## src/rtl/enum_index_table_feeder.sv

```systemverilog
// Feeder for the enum-indexed lookup stage. It loads a DEPTH-word table and then
// serves select queries through a one-deep registered result slot.
module enum_index_table_feeder #(
    parameter int WORD_W = 32,
    parameter int DEPTH  = 4,
    parameter int SEL_W  = 2
) (
    input  logic                      clk,
    input  logic                      rst,
    input  logic                      wr_valid,
    output logic                      wr_ready,
    input  logic [WORD_W-1:0]         wr_data,
    input  logic                      clear,
    output logic                      loaded,
    input  logic                      q_valid,
    output logic                      q_ready,
    input  logic [SEL_W-1:0]          q_sel,
    output logic                      out_valid,
    input  logic                      out_ready,
    output logic [SEL_W-1:0]          out_sel,
    output logic [WORD_W*DEPTH-1:0]   out_arr,
    output logic                      out_oob
);

    typedef enum logic [0:0] {
        ST_LOAD  = 1'b0,
        ST_SERVE = 1'b1
    } state_t;

    localparam logic [SEL_W-1:0] LAST_ENTRY = SEL_W'(DEPTH - 1);
    localparam logic [SEL_W:0]   LAST_IDX   = (SEL_W + 1)'(DEPTH - 1);
    localparam logic [SEL_W:0]   IDX_ONE    = (SEL_W + 1)'(1);

    state_t                    state_r;
    state_t                    state_nxt_s;
    logic [SEL_W-1:0]          wr_count_r;
    logic [SEL_W-1:0]          wr_count_nxt_s;
    logic [WORD_W*DEPTH-1:0]   table_r;
    logic                      wr_fire_s;
    logic                      q_fire_s;
    logic                      oob_s;
    logic                      out_valid_r;
    logic [SEL_W-1:0]          out_sel_r;
    logic [WORD_W*DEPTH-1:0]   out_arr_r;
    logic                      out_oob_r;

    // Handshake readies; both are forced low while reset is asserted.
    assign wr_ready  = !rst && (state_r == ST_LOAD) && !clear;
    assign q_ready   = !rst && (state_r == ST_SERVE) && !clear && (!out_valid_r || out_ready);
    assign wr_fire_s = wr_valid && wr_ready;
    assign q_fire_s  = q_valid && q_ready;
    assign loaded    = (state_r == ST_SERVE);

    // The lookup stage reads entry sel+1; flag it when that index would need clamping.
    assign oob_s = ({1'b0, q_sel} + IDX_ONE) > LAST_IDX;

    assign out_valid = out_valid_r;
    assign out_sel   = out_sel_r;
    assign out_arr   = out_arr_r;
    assign out_oob   = out_oob_r;

    // Next-state and write-pointer logic for the load/serve sequencer.
    always_comb begin
        state_nxt_s    = state_r;
        wr_count_nxt_s = wr_count_r;
        case (state_r)
            ST_LOAD: begin
                if (clear) begin
                    wr_count_nxt_s = '0;
                end else if (wr_fire_s) begin
                    if (wr_count_r == LAST_ENTRY) begin
                        state_nxt_s    = ST_SERVE;
                        wr_count_nxt_s = '0;
                    end else begin
                        wr_count_nxt_s = wr_count_r + SEL_W'(1);
                    end
                end else begin
                    wr_count_nxt_s = wr_count_r;
                end
            end
            ST_SERVE: begin
                if (clear) begin
                    state_nxt_s    = ST_LOAD;
                    wr_count_nxt_s = '0;
                end else begin
                    state_nxt_s = ST_SERVE;
                end
            end
            default: begin
                state_nxt_s    = ST_LOAD;
                wr_count_nxt_s = '0;
            end
        endcase
    end

    // Sequencer state register.
    always_ff @(posedge clk or posedge rst) begin
        if (rst) begin
            state_r    <= ST_LOAD;
            wr_count_r <= '0;
        end else begin
            state_r    <= state_nxt_s;
            wr_count_r <= wr_count_nxt_s;
        end
    end

    // Table storage; a clear leaves partially written entries in place.
    always_ff @(posedge clk or posedge rst) begin
        if (rst) begin
            table_r <= '0;
        end else if (wr_fire_s) begin
            table_r[WORD_W*int'(wr_count_r) +: WORD_W] <= wr_data;
        end
    end

    // Result slot: the snapshot is a copy, so later table loads cannot disturb it.
    always_ff @(posedge clk or posedge rst) begin
        if (rst) begin
            out_valid_r <= 1'b0;
            out_sel_r   <= '0;
            out_arr_r   <= '0;
            out_oob_r   <= 1'b0;
        end else if (q_fire_s) begin
            out_valid_r <= 1'b1;
            out_sel_r   <= q_sel;
            out_arr_r   <= table_r;
            out_oob_r   <= oob_s;
        end else if (out_ready) begin
            out_valid_r <= 1'b0;
        end
    end

endmodule

```

## config.mk

```make
export PLATFORM = sky130hd
export DESIGN_NAME = enum_index_table_feeder
export DESIGN_NICKNAME = d
export VERILOG_FILES = /design/src/rtl/enum_index_table_feeder.sv
export SDC_FILE = /design/constraint.sdc
export NUM_CORES = 1
export LEC_CHECK = 0
export CORE_MARGIN = 5
export CORE_UTILIZATION = 50
export CTS_CLUSTER_SIZE = 24
export DETAILED_ROUTE_END_ITERATION = 6
export DONT_BUFFER_PORTS = 1
export PLACE_DENSITY = 0.63
export SLEW_MARGIN = 25
export SYNTH_ARGS = -nofsm -noshare
export SYNTH_HDL_FRONTEND = slang
export SYNTH_SLANG_ARGS = --single-unit
```

## constraint.sdc

```tcl
create_clock -name clk -period 9.64 [get_ports clk]
set_input_delay 0.964 -clock clk [delete_from_list [all_inputs] [get_ports clk]]
set_output_delay 0.964 -clock clk [all_outputs]
set_load 0.01 [all_outputs]
```

==> metrics, run 1 <==
status=completed; setup bufs post-CTS=0; sw power=0.000591 W; leak pwr=5.92 nW; Final Hold Vio Count=0; number of synthesized flops with an enable pin=0; Reg2Reg Depth=5; max_slew headroom=41.8%; arrival time worst endpoint=3.44 ns; final period utilization=31.9%; area grow syn2layout=9.44%; cell taking the most area after synthesis=dfrtp_1; Top Usage Layer GRT=met2; TritonRoute pass-1 iters=4; CTS Hold Buffers Added=0; CTS clk-pin slew, worst paths=0.06 ns; most frequent cell after synthesis=dfrtp_1; Synth top cells by count=263 x dfrtp_1, 132 x inv_1, 129 x nand4_1; total grt overflow=0; dpl cell area=0.0111 mm2; Max-cap violations=0; Pwr Density=208 mW/mm2; number of global-route vias before repair=6,689; Final #Nets=904; Synth Register Bits=263; clock skew=0.00744 ns; Synth warnings=0; slew at the pin with the worst max-slew slack=0.872 ns; Starting Density=50.5%; Primary FF master, synth=dfrtp_1; f_max=325 MHz; setup violators final=0; first-pass GRT wire length=40,200 um; Flop pwr share=51.7%; Worst setup EP type=flop; CTS root buffer=clkbuf_16; Gate power share=6.5%; Clock power frac=41.8%; average cell area after synthesis=12.4 um2; Max clock buf depth=3; Int Pwr=0.00191 W; RSZ-0062 raised after global routing=no; CTS HTree Levels=1; Die W=158 um; Min-Delay Path Class=primary input to async pin; Post-CTS Resized=0; reg-to-reg startpoint=loaded; Crit Reg-Reg Endpoint=table_r[61]; DRC viols=0; net switching fraction of the power=23.7%; IO buf count=0; Antenna Cells=0; DRT antenna net count=0; CP startpoint kind=flop; Die Area=0.0250 mm2; drt wl/cell=22.4 um; Row Count=54; CP Data Required Time=10.01 ns; I/O pins=175; core region area=0.0218 mm2; final slew viol count=0; GRT Util Overall=20.6%; GR Util met1=27.2%; cell count after synthesis=884; setup tns final=0 ns; final instance area=0.0120 mm2; Worst R2R Setup Slack=6.57 ns; Netlist cell types=30; DR iter-0 viols=452; routing usage on met2=32.5%; WS Path Type=flop to flop; fill count=1,827; Skew-Pair Late Insertion Delay=0.52 ns; area share of the largest cell type after synthesis=59.9%; via count=6,572; largest net degree at the start of global routing=115; sequential share of the synthesized area=59.9%; Tmin final=3.07 ns; clk sinks=263; CTS Buf Count=27; initial antenna violation count=0; share of layout cells above drive strength 1=23.1%; vias per cell=5.68; asr flop ratio synth=100%; DP HPWL=16,500 um; met3 usage=7.11%; cell area after synthesis=0.0110 mm2; syn_nets=930; routability cong.=0.761; crit-path max FO=67; die height=158 um; Routed WL=25,900 um; TritonCTS clock tree=yes; VDD IR max=100 uV; largest cells by area after synthesis=dfrtp_1 60%, mux2_4 11%, nand4_1 7.4%
worst max-delay path by stage:
stage           start          end  slack [ns]  cells past startpoint
2_1_floorplan     rst       loaded        1.42                      1
3_3_place_gp    clear  table_r[40]        5.91                      5
3_5_place_dp    clear  table_r[61]        5.81                      5
4_1_cts        loaded  table_r[27]        6.17                      5
5_1_grt        loaded  table_r[43]        6.33                      5
6_report       loaded  table_r[61]        6.57                      5
cells by family after synthesis:
logic type      synth area share, %
compound gates                 5.89
fa+ha+maj                     0.684
buf+inv                        8.30
flops                          59.9
mux                            16.3
simple gates                   8.91
registers in the layout, summed over array words and instances, names as in the netlist:
signal	cells
out_oob	1
wr_count_r	2
out_valid	1
loaded	1
out_arr	128
table_r	128
out_sel	2
cell type report:
class | count | area, um2 | share of cell area [%]
timing repair buffer | 14 | 133 | 1.10
inverter | 132 | 503 | 4.19
sequential | 263 | 6580 | 54.8
clock inverter | 6 | 57.6 | 0.479
clock buffer | 43 | 856 | 7.12
multi-input combinational | 420 | 3530 | 29.4
tap | 280 | 350 | 2.92
cells in the final DEF (no fill, tap or decap), drive strengths merged:
cell / netlist / layout
mux2: 130 / 130
nand2: 2 / 2
nor4b: 3 / 3
and4: 1 / 1
clkbuf: 18 / 43
mux2i: 3 / 3
and2: 4 / 4
buf: 51 / 14
nor3: 1 / 1
nor3b: 3 / 3
and3b: 1 / 1
nand4: 129 / 129
nor4bb: 1 / 1
ha: 6 / 6
and3: 1 / 1
clkinvlp: 0 / 1
a31oi: 1 / 1
inv: 132 / 132
clkinv: 0 / 4
o21ai: 128 / 128
dfrtp: 263 / 263
nor2: 5 / 5
nand2b: 1 / 1
bufinv: 0 / 1
worst max-delay path: stages, from the launching register on:
cell     delay (ns)
dfrtp_1        0.53
nor4b_4        0.26
buf_4          0.57
buf_4          0.67
and2_2         0.64
o21ai_0        0.19
through the flow:
stage	hold WS, ns	total power (W)	setup WS [ns]	instances	util, %
final	0.422	0.00250	6.57	1158	55.2
after floorplan	0.479	0.00141	1.42	884	-
after detailed placement	0.489	0.00148	5.81	1109	51.0
after global placement	0.487	0.00147	5.91	1108	50.8
after CTS	0.471	0.00253	6.17	1158	55.2
after global routing	0.485	0.00262	6.33	1158	55.2
power groups by stage:
stage	Clock, W	Sequential, W	Combinational (W)
2_1_floorplan	0	0.00128	0.000133
3_3_place_gp	0	0.00131	0.000156
3_5_place_dp	0	0.00131	0.000165
4_1_cts	0.00107	0.00129	0.000166
5_1_grt	0.00112	0.00131	0.000193
6_report	0.00105	0.00129	0.000163
per-layer routing:
layer  part of all wire [%]  vias to the layer above  routed length [um]
met2                     47                      223               12100
met4                    2.8                        0                 719
met3                    9.9                       43                2560
li1                       -                     2994                   -
met5                      0                        -                   0
met1                     41                     3312               10500
No activity file was read; power rests on OpenSTA's default activity.
==> run 2, diff against run 1 <==
--- a/config.mk
+++ b/config.mk
@@ -10,7 +10,7 @@
 export CTS_CLUSTER_SIZE = 24
 export DETAILED_ROUTE_END_ITERATION = 6
 export DONT_BUFFER_PORTS = 1
-export PLACE_DENSITY = 0.63
+export PLACE_DENSITY = 0.66
 export SLEW_MARGIN = 25
 export SYNTH_ARGS = -nofsm -noshare
 export SYNTH_HDL_FRONTEND = slang
==> constraint.sdc (replaced) <==
create_clock -name clk -period 2.75 [get_ports clk]
set_input_delay 0.275 -clock clk [delete_from_list [all_inputs] [get_ports clk]]
set_output_delay 0.275 -clock clk [all_outputs]
set_load 0.01 [all_outputs]
==> metrics, run 2 (synthesis gave the netlist of run 1 again) <==
status=completed; first-pass GRT wire length=42,000 um (+4.5%); setup bufs post-CTS=0 (unchanged); f_max=454 MHz (+39%); I/O pins=175 (unchanged); placed cells=1,117 (+0.72%); Min-Delay Path Class=primary input to flop; CP cell instances=inv_1 -> ha_2 -> and3b_1 -> buf_4 -> nand4_1 -> o21ai_0; crit path max-delay cell type=dfrtp_1; IO buf count=0 (unchanged); Worst R2R Setup Slack=0.55 ns (-6.02 ns); Post-CTS Resized=0 (unchanged); CP startpoint kind=flop; core region area=0.0218 mm2 (unchanged); Max clock buf depth=3 (unchanged); met3 usage=6.26% (-0.85 points); DRC viols=0 (unchanged); footprint of the multi-input gates=0.00353 mm2 (-0.14%); DP HPWL=16,500 um (+0.33%); final instance area=0.0124 mm2 (+3.5%); leak pwr=6.11 nW (+3.1%); RSZ-0062 raised after global routing=no; TritonRoute pass-1 iters=5 (+1); final period utilization=80.1% (+48 points); CTS HTree Levels=1 (unchanged); vias per cell=5.64 (-0.62%); FF/Latch Area=0.00658 mm2 (unchanged); worst setup margin=0.546 ns (-6.02 ns); area grow syn2layout=13.3%; share of layout cells above drive strength 1=22.2% (-0.91 points); drt wl/cell=22.2 um (-0.76%); Routed WL=26,800 um (+3.2%); Row Count=54 (unchanged); Hold WS=0.0357 ns (-0.386 ns); die height=158 um (unchanged); VDD IR max=527 uV (+430%); initial antenna violation count=2 (+2); CTS root buffer=clkbuf_16; CTS clk-pin slew, worst paths=0.06 ns (about the same); clk sinks=263 (unchanged); final slew viol count=0 (unchanged); Finished Layout Cells=1,204 (+4.0%); fill count=1,804 (-1.3%); DR iter-0 viols=495 (+9.5%); most frequent cells in the layout=263 x dfrtp_1, 131 x inv_1, 129 x nand4_1; largest net degree at the start of global routing=137 (+19%); Final #Nets=951 (+5.2%); most common cell after layout, fill and taps aside=dfrtp_1; crit-path max FO=12 (-82%); Worst setup EP type=flop; routing usage on met2=34.5% (+2.0 points); Starting Density=50.5% (unchanged); Top Usage Layer GRT=met2; Skew-Pair Late Insertion Delay=0.53 ns (about the same); total grt overflow=0 (unchanged); Max-cap violations=0 (unchanged); CTS Buf Count=28 (+3.7%); number of global-route vias before repair=6,986 (+4.4%); Final Hold Vio Count=0 (unchanged); dpl cell area=0.0112 mm2 (+0.76%); setup violators final=0 (unchanged); max_slew headroom=52.2% (+10 points); clock skew=0.0164 ns (+0.00899 ns); DRT antenna net count=0 (unchanged); TritonCTS clock tree=yes; slew at the pin with the worst max-slew slack=0.716 ns (-0.156 ns); Die W=158 um (unchanged); Pwr Density=706 mW/mm2 (+240%); pre-CTS setup slack=0.559 ns (-5.26 ns); WS Path Type=flop to flop; Tmin final=2.20 ns (-0.870 ns); GR Util met1=29.0% (+1.8 points); CTS Hold Buffers Added=38 (+38); GRT Util Overall=21.4% (+0.82 points); Die Area=0.0250 mm2 (unchanged); Power Total=0.00878 W (+250%); routability cong.=0.750 (-1.4%); Critical Path Max Stage Delay=0.60 ns (-0.07 ns); arrival time worst endpoint=2.65 ns (-0.79 ns); via count=6,791 (+3.3%); CP Data Required Time=3.19 ns (-6.82 ns)
[run 2: cell count changes in the layout (fill, tap and decap cells not counted), moves of 2 or more]
cell,before,now
clkbuf_8,12,5
clkinv_2,4,7
buf_12,0,4
buf_4,11,18
and2_2,4,0
and2_1,0,4
dlygate4sd3_1,0,38
buf_6,2,0
[run 2: layout make-up]
| cell class | instances | share of cell area (%) |
|---|---|---|
| clock inverter | 10 | 0.724 |
| tap | 280 | 2.82 |
| antenna | 1 | 0.0201 |
| inverter | 132 | 4.01 |
| timing repair buffer | 60 | 4.79 |
| clock buffer | 38 | 6.34 |
| multi-input combinational | 420 | 28.4 |
| sequential | 263 | 52.9 |
[run 2: worst paths after layout]
kind,cells past startpoint,endpoint,from
worst max-delay path,6,table_r[44],wr_count_r[0]
worst max register to register,6,table_r[44],wr_count_r[0]
min in group asynchronous,3,loaded,rst
worst min-delay path,3,wr_count_r[0],rst
max in group asynchronous,3,out_arr[34],rst
worst min register to register,1,out_arr[115],table_r[115]
[run 2: through the flow]
stage / setup TNS [ns] / utilization [%]
6_report: 0 / 57.2
3_3_place_gp: 0 / 51.4
4_1_cts: 0 / 57.2
3_5_place_dp: 0 / 51.4
2_1_floorplan: -265.88 / -
5_1_grt: 0 / 57.2
[run 2: worst max-delay path, delay by kind of cell, from the launching register on]
kind	cells	cell delay, ns
AO/OA/AOI/OAI	1	0.10
flip-flops	1	0.60
buffers and inverters	2	0.44
AND/OR/NAND/NOR	2	0.52
adder cells (fa/ha/maj)	1	0.44
[run 2: where the power goes]
group          internal, W  switching, W
Sequential         0.00426      0.000253
Clock              0.00209       0.00150
Combinational     0.000260      0.000413
Total              0.00661       0.00216
[run 2: per-layer routing]
layer	up-vias	share of wire, %
met5	-	0
met4	0	2.1
met3	43	8.7
met2	234	48
met1	3425	42
li1	3089	-
